### src/rtl/otbn_otp_key_server.sv
// OTP key/nonce stand-in: LFSR-derived keys served to NUM_CH requesters over a
// 4-phase req/ack handshake with round-robin arbitration and a warm-up gate.
module otbn_otp_key_server #(
    parameter int unsigned         NUM_CH     = 2,
    parameter int unsigned         KEY_W      = 128,
    parameter int unsigned         NONCE_W    = 64,
    parameter logic [KEY_W-1:0]    KEY_TAPS   = 128'h87,
    parameter logic [NONCE_W-1:0]  NONCE_TAPS = 64'h1B,
    parameter logic [KEY_W-1:0]    KEY_SEED   = 128'h4235171482c225f79289b32181a0163a,
    parameter logic [NONCE_W-1:0]  NONCE_SEED = 64'h760355d3447063d1,
    parameter int unsigned         LATENCY    = 4,
    parameter int unsigned         WARMUP     = 16
) (
    input  logic               clk,
    input  logic               rst_n,
    input  logic [NUM_CH-1:0]  req_i,
    output logic [NUM_CH-1:0]  ack_o,
    output logic [KEY_W-1:0]   key_o,
    output logic [NONCE_W-1:0] nonce_o,
    output logic               seed_valid_o,
    input  logic               ent_valid_i,
    input  logic [KEY_W-1:0]   ent_i,
    output logic               err_o
);

    // state | meaning
    // IDLE  | waiting for warm-up and a request; arbitrates round-robin
    // BUSY  | granted channel counting down LATENCY cycles
    // DONE  | ack held until the granted channel drops its request
    typedef enum logic [1:0] {IDLE, BUSY, DONE} state_e;

    localparam int unsigned PTR_W = (NUM_CH > 1) ? $clog2(NUM_CH) : 1;
    localparam int unsigned CNT_W = (LATENCY > 1) ? $clog2(LATENCY) : 1;
    localparam int unsigned WU_W  = $clog2(WARMUP + 1);

    state_e             state_q, state_d;
    logic [KEY_W-1:0]   key_lfsr_q, key_lfsr_d, key_step;
    logic [NONCE_W-1:0] nonce_lfsr_q, nonce_lfsr_d, nonce_step;
    logic [WU_W-1:0]    wu_cnt_q, wu_cnt_d;
    logic               seed_valid_q, seed_valid_d;
    logic [PTR_W-1:0]   rr_ptr_q, rr_ptr_d;
    logic [PTR_W-1:0]   gnt_q, gnt_d;
    logic [CNT_W-1:0]   cnt_q, cnt_d;
    logic [NUM_CH-1:0]  ack_q, ack_d;
    logic [KEY_W-1:0]   key_q, key_d;
    logic [NONCE_W-1:0] nonce_q, nonce_d;
    logic               err_q, err_d;
    logic               arb_found;
    logic [PTR_W-1:0]   arb_idx;
    logic [PTR_W-1:0]   gnt_next;

    // All-zero next state would lock the LFSR, so the seed is reloaded instead.
    always_comb begin
        key_step     = {key_lfsr_q[KEY_W-2:0], ^(key_lfsr_q & KEY_TAPS)} ^ (ent_valid_i ? ent_i : '0);
        key_lfsr_d   = (key_step == '0) ? KEY_SEED : key_step;
        nonce_step   = {nonce_lfsr_q[NONCE_W-2:0], ^(nonce_lfsr_q & NONCE_TAPS)};
        nonce_lfsr_d = (nonce_step == '0) ? NONCE_SEED : nonce_step;
        wu_cnt_d     = (wu_cnt_q == WU_W'(WARMUP)) ? wu_cnt_q : wu_cnt_q + 1'b1;
        seed_valid_d = seed_valid_q | (wu_cnt_d == WU_W'(WARMUP));
    end

    // Descending scan so the smallest offset from rr_ptr wins.
    always_comb begin
        arb_found = 1'b0;
        arb_idx   = '0;
        for (int i = NUM_CH - 1; i >= 0; i--) begin
            int idx;
            idx = int'(rr_ptr_q) + i;
            if (idx >= int'(NUM_CH)) idx = idx - int'(NUM_CH);
            if (req_i[PTR_W'(idx)]) begin
                arb_found = 1'b1;
                arb_idx   = PTR_W'(idx);
            end
        end
    end

    assign gnt_next = (gnt_q == PTR_W'(NUM_CH - 1)) ? '0 : gnt_q + 1'b1;

    always_comb begin
        state_d  = state_q;
        rr_ptr_d = rr_ptr_q;
        gnt_d    = gnt_q;
        cnt_d    = cnt_q;
        ack_d    = ack_q;
        key_d    = key_q;
        nonce_d  = nonce_q;
        err_d    = 1'b0;
        case (state_q)
            IDLE: begin
                if (seed_valid_q && arb_found) begin
                    gnt_d   = arb_idx;
                    cnt_d   = CNT_W'(LATENCY - 1);
                    state_d = BUSY;
                end
            end
            BUSY: begin
                // Abort still advances the pointer so a flaky requester cannot starve others.
                if (!req_i[gnt_q]) begin
                    err_d    = 1'b1;
                    rr_ptr_d = gnt_next;
                    state_d  = IDLE;
                end else if (cnt_q == '0) begin
                    key_d    = key_lfsr_q;
                    nonce_d  = nonce_lfsr_q;
                    ack_d    = NUM_CH'(1) << gnt_q;
                    rr_ptr_d = gnt_next;
                    state_d  = DONE;
                end else begin
                    cnt_d = cnt_q - 1'b1;
                end
            end
            DONE: begin
                if (!req_i[gnt_q]) begin
                    ack_d   = '0;
                    state_d = IDLE;
                end
            end
            default: state_d = IDLE;
        endcase
    end

    always_ff @(posedge clk or negedge rst_n) begin
        if (!rst_n) begin
            state_q      <= IDLE;
            key_lfsr_q   <= KEY_SEED;
            nonce_lfsr_q <= NONCE_SEED;
            wu_cnt_q     <= '0;
            seed_valid_q <= 1'b0;
            rr_ptr_q     <= '0;
            gnt_q        <= '0;
            cnt_q        <= '0;
            ack_q        <= '0;
            key_q        <= '0;
            nonce_q      <= '0;
            err_q        <= 1'b0;
        end else begin
            state_q      <= state_d;
            key_lfsr_q   <= key_lfsr_d;
            nonce_lfsr_q <= nonce_lfsr_d;
            wu_cnt_q     <= wu_cnt_d;
            seed_valid_q <= seed_valid_d;
            rr_ptr_q     <= rr_ptr_d;
            gnt_q        <= gnt_d;
            cnt_q        <= cnt_d;
            ack_q        <= ack_d;
            key_q        <= key_d;
            nonce_q      <= nonce_d;
            err_q        <= err_d;
        end
    end

    assign ack_o        = ack_q;
    assign key_o        = key_q;
    assign nonce_o      = nonce_q;
    assign seed_valid_o = seed_valid_q;
    assign err_o        = err_q;

endmodule

### config.mk
export PLATFORM = sky130hd
export DESIGN_NAME = otbn_otp_key_server
export DESIGN_NICKNAME = d
export VERILOG_FILES = /design/src/rtl/otbn_otp_key_server.sv
export SDC_FILE = /design/constraint.sdc
export NUM_CORES = 1
export LEC_CHECK = 0
export BUFFER_PORTS_ARGS = -buffer_cell sky130_fd_sc_hd__buf_2
export CAP_MARGIN = 10
export CORE_ASPECT_RATIO = 0.8
export CORE_MARGIN = 4
export CORE_UTILIZATION = 56
export CTS_CLUSTER_SIZE = 14
export DETAILED_ROUTE_END_ITERATION = 10
export PLACE_DENSITY = 0.8
export SYNTH_ARGS = -nofsm -noshare
export SYNTH_HDL_FRONTEND = slang
export SYNTH_SLANG_ARGS = --single-unit
### constraint.sdc
create_clock -name clk -period 2.75 [get_ports clk]
set_clock_uncertainty 0.15 [all_clocks]
set_input_delay 0.275 -clock clk [delete_from_list [all_inputs] [get_ports clk]]
set_output_delay 0.275 -clock clk [all_outputs]
set_load 0.03 [all_outputs]
Yosys cells after proc, flatten, opt, wreduce, memory -nomap -nowiden
Cells that the tools add are included.
{"block": "op_classes", "n_addsub": 6, "n_bitwise": 2, "shifts": 1, "mux": 33, "magnitude_cmp": 5, "eq_ne": 11, "reduce_logical": 15}
{"op": "128-bit two-way mux", "n": 2}
{"op": "128-bit zero test", "n": 1}
{"op": "128-bit XOR reduction", "n": 1}
{"op": "128-bit XOR", "n": 1}
{"op": "64-bit zero test", "n": 1}
{"op": "64-bit two-way mux", "n": 1}
{"op": "64-bit XOR reduction", "n": 1}
{"op": "2-bit two-way mux", "n": 9}
{"op": "1-bit two-way mux", "n": 17}
{"op": "5-bit == test, second input constant", "n": 2}
{"op": "2-bit inequality test, second input constant", "n": 5}
{"op": "2-bit case mux with 2 select lines", "n": 2}
{"op": "4-bit AND reduction", "n": 2}
{"op": "1-bit by 3-bit less-than comparator with 1-bit output, second input constant", "n": 2}
{"op": "2-bit case mux with 3 select lines", "n": 1}
{"op": "3-bit AND reduction", "n": 2}
{"op": "5-bit by 1-bit adder with 5-bit output, second input constant", "n": 1}
{"op": "5-bit two-way mux", "n": 1}
{"op": "2-bit zero test", "n": 2}
{"op": "2-bit AND reduction", "n": 2}
{"op": "2-bit nonzero test", "n": 2}
{"op": "3-bit inequality test, second input constant", "n": 1}
{"op": "1-bit by 1-bit adder with 2-bit output, second input constant", "n": 1}
{"op": "2-bit by 1-bit == test with 1-bit output, second input constant", "n": 1}
{"op": "11 further kinds", "n": 12}
{"block": "totals", "regBits": 399, "input_bits": 133}

Logic depth before layout (Yosys ltp)
{"block": "depth", "ltp_word": 11, "depth_mapped": 11, "depth_no_buf": 7}

Worst setup path before layout
Ideal clock, no wire load.
{"block": "synth_path", "path_kind": "reg-to-reg", "startpoint": "reg key_lfsr_q[116]", "endpoint": "reg key_lfsr_q[126]", "path_stages_with_launch": 10, "arrival_time_ps": 2174, "path_slack_ps": 351, "required_ps": 2524, "path_buffers": 2, "cell_sequence": "dfstp_2 > and4bb_1 > a31o_2 > a22oi_1 > nor4_1 > nand4_1 > or4_1 > buf_6 > buf_12 > o2bb2ai_1"}
{"block": "synth_between", "elab_chain_cells": 3}
{"element": "start: declaration", "line": "37", "text": "logic [KEY_W-1:0] key_lfsr_q, key_lfsr_d, key_step;"}
{"element": "start signal: assignment", "line": "138", "text": "key_lfsr_q <= key_lfsr_d;"}
{"element": "128-bit XOR", "line": "54", "text": "key_step = {key_lfsr_q[KEY_W-2:0], ^(key_lfsr_q & KEY_TAPS)} ^ (ent_valid_i ? ent_i : '0);"}
{"element": "128-bit zero test", "line": "55", "text": "key_lfsr_d = (key_step == '0) ? KEY_SEED : key_step;"}
{"element": "128-bit two-way mux", "line": "55"}
{"element": "named net key_lfsr_d[126]", "line": "37"}
The timed path passes the listed nets, and every way through them passes these cells.
A chain may end at the register's enable or synchronous reset.

Worst setup path in the final report
{"block": "layout_path", "startpoint": "in ent_i[26]", "endpoint": "reg key_lfsr_q[68]"}
{"block": "layout_between", "elab_chain_cells": 4}
{"element": "start: declaration", "line": "22", "text": "input logic [KEY_W-1:0] ent_i,"}
{"element": "128-bit two-way mux", "line": "54"}
{"element": "128-bit XOR", "line": "54"}
{"element": "128-bit zero test", "line": "55"}
{"element": "128-bit two-way mux", "line": "55"}
{"element": "named net key_lfsr_d[68]", "line": "37"}
The timed path passes the listed nets, and every way through them passes these cells.

==> impl_metrics.toml <==
[min_path]
holdCritPathClass = "primary input to register"
worstHoldStart = "ent_i[23]"

[logic_synthesis]
syn_area_um2 = 18190
synth-edff-count = 0
yosysSeqAreaShare_pct = 55.44
syn_avg_cell_area_um2 = 11.97
synth_warnings = 0
synth_flop_cell = "dfrtp_1"
synth_cell_types = 46
syn_inst = 1519
ys_seq_elements = 399
async_reset_ff_share_pct = 100.0
syn-num-nets = 1655

[floorplan]
die_h_um = 169.2
initial_core_util_pct = 57.35
dieWidth_um = 209.5
io_pins = 329
rows = 58
die-area_um2 = 35450
core_um2 = 31710

[worst_setup_path]
cp_slowest_cell = "or4_4"
slowest_delay_ns = 0.60
r2r_start = "key_lfsr_q[98]$_DFF_PN1_"
arrival_ns = 3.17
end_kind = "register"
cp.required_ns = 3.08
critPathKind = "primary input to register"
start_kind = "primary input"
path_cells = "dlygate4sd3_1, buf_2, nor4bb_2, a31o_2, a22oi_1, nor4_2, buf_4, nand4_1, or4_4, buf_12, buf_16, o21ai_2"
critPathMaxFanout = 17
startpoint = "ent_i[26]"

[timing]
period_needed_ns = 2.844
fin_hold_ws_ns = 0.02819
fin_crit_sh_pct = 103.4
slew_viol_final = 0
worst_pin_slew_ns = 0.6701
slew_headroom_pct = 54.72
setup-violations-final = 51
setup_tns_ns = -2.887
grt_setup_unrepaired = "true"
hold_violations = 0
layout_setup_ws_ns = -0.09355
clock.fmax_mhz = 351.7

[place]
portBuffers = 328
dp.cells = 2299
dp_hpwl_um = 38840
gp_congestion = 0.9531
dpl_cell_area_um2 = 21120
place_ws_ns = -0.2804

[route]
antenna_left = 0
dr.pass1.iters = 6
viasPerCell = 5.840
first_iter_violations = 1392
via_count = 14647
wl_per_cell_um = 22.18
drcViolationCount = 0
routed_wirelength_um = 55640

[layout]
instances_no_fill = 2508
fin_area_um2 = 24150
fin_nets = 2186
drive_above_1_share_pct = 45.24
post-route-util_pct = 76.15
area_delta_synth_final_pct = 32.76

[clock_network]
clk_pin_slew_ns = 0.07
cts_buffers = 40
cts_root_buf = "clkbuf_16"
cts_buffer_depth = 3
cts_sinks = 399
clk_latency_ns = 0.55
cts_tree = "done"
h-tree-depth = 2

[pwr]
p_leak_nw = 11.36
p_per_area_nw_per_um2 = 1119
vdd_drop_max_mv = 0.7065
p_total_mw = 27.03

[flow_run]
cap_violations = 0

[global_routing]
antenna_found_initial = 5
overflow = 0
grt_max_degree = 69
grt_use_total_pct = 30.42
grt_pass1_vias = 14941
grt_first_pass_wirelength_um = 85170

[outcome]
violations = "setup timing"
status = "finished, violations left"
where the power goes:
| group | internal [mW] | switching (mW) | total (mW) |
|---|---|---|---|
| Clock | 3.25 | 2.31 | 5.55 |
| Sequential | 8.44 | 2.24 | 10.7 |
| Combinational | 4.61 | 6.18 | 10.8 |
metal layers:
layer  track usage (%)  share of wire [%]  vias to the layer above
met3             5.600                7.7                      136
met2             48.05                 46                      671
met1             43.19                 43                     7407
met4             10.32                3.2                        0
li1                  -                  -                     6433
met5                 0                  0                        -
logic make-up after synthesis:
kind of cell,synth area share (%)
adders and majority gates,0.2064
muxes,12.07
and+or+nand+nor,10.66
DFF,55.44
AOI/OAI and AO/OA,9.500
buffers and inverters,2.635
xor gates and xnor gates,9.486
worst max-delay path: cells and delay by family:
| kind | cells | cell delay, ns |
|---|---|---|
| and+or+nand+nor | 4 | 1.30 |
| AOI/OAI and AO/OA | 3 | 0.38 |
| buffers and inverters | 5 | 1.22 |
worst paths after layout:
check	endpoint	slack, ns	cells after the start
setup reg to reg	key_lfsr_q[68]$_DFF_PN1_	-0.06	9
hold reg to reg	nonce_lfsr_q[54]$_DFF_PN0_	0.25	0
hold / removal	key_lfsr_q[23]$_DFF_PN1_	0.03	4
min in group asynchronous	gnt_q$_DFFE_PN0P_	0.09	2
setup / recovery	key_lfsr_q[68]$_DFF_PN1_	-0.09	12
max in group asynchronous	key_lfsr_q[98]$_DFF_PN1_	1.51	3
sequential cells by signal (all words and copies together), names as in the netlist, 2 cells and up:
name	cells
wu_cnt_q	5
ack_o	2
state_q	2
key_o	128
nonce_lfsr_q	64
nonce_o	64
cnt_q	2
key_lfsr_q	128
layout by cell type, fill, tap and decap left out, drive strengths merged, types with 34 or more instances in the layout:
cell type,instances
dfstp,80
xor2,55
o21ai,114
buf,463
nor4bb,34
dfrtp,319
nand2,143
a31o,45
mux2,194
nor2,70
a22oi,56
clkbuf,58
xnor2,142
dlygate4sd3,123
synth_stat cells (7+ instances only):
master | number | area, um2
nor2_1 | 70 | 262.8
a22oi_1 | 56 | 420.4
a31o_2 | 45 | 394.1
o21ai_0 | 69 | 345.3
buf_2 | 16 | 80.08
a21oi_1 | 10 | 50.05
nor4bb_1 | 34 | 340.3
nand2_1 | 143 | 536.8
o31ai_1 | 11 | 82.58
dfrtp_1 | 319 | 7983
nor4_1 | 30 | 187.7
o21ai_2 | 17 | 148.9
xnor2_1 | 142 | 1244
clkbuf_1 | 67 | 251.5
o22ai_1 | 7 | 43.79
nand3_1 | 20 | 100.1
nand4_1 | 7 | 43.79
o21ai_1 | 28 | 140.1
buf_1 | 8 | 30.03
dfstp_2 | 80 | 2102
xor2_1 | 55 | 481.7
mux2_2 | 194 | 2185
or2_2 | 28 | 175.2
final cells by class:
class / count / area [um2]
multi-input cells: 1015 / 7924
flip-flops and latches: 399 / 10090
repair buffers: 588 / 4252
diodes: 6 / 15.01
clock buffers: 57 / 1126
clock inverters: 17 / 192.7
inverters: 6 / 22.52
well taps: 420 / 525.5
fillers: 2017 / 7565
timing repair:
item | 4_1_cts | 5_1_grt
pin swaps | 5 | 17
resized for setup | 18 | 41
buffers inserted | 3 | 0
hold buffers | 123 | 0
cloned | 3 | 1
endpoints found under the hold margin | 412 | 0
endpoints found under the setup margin | 51 | 51
Power figures use the tool's default switching activity.
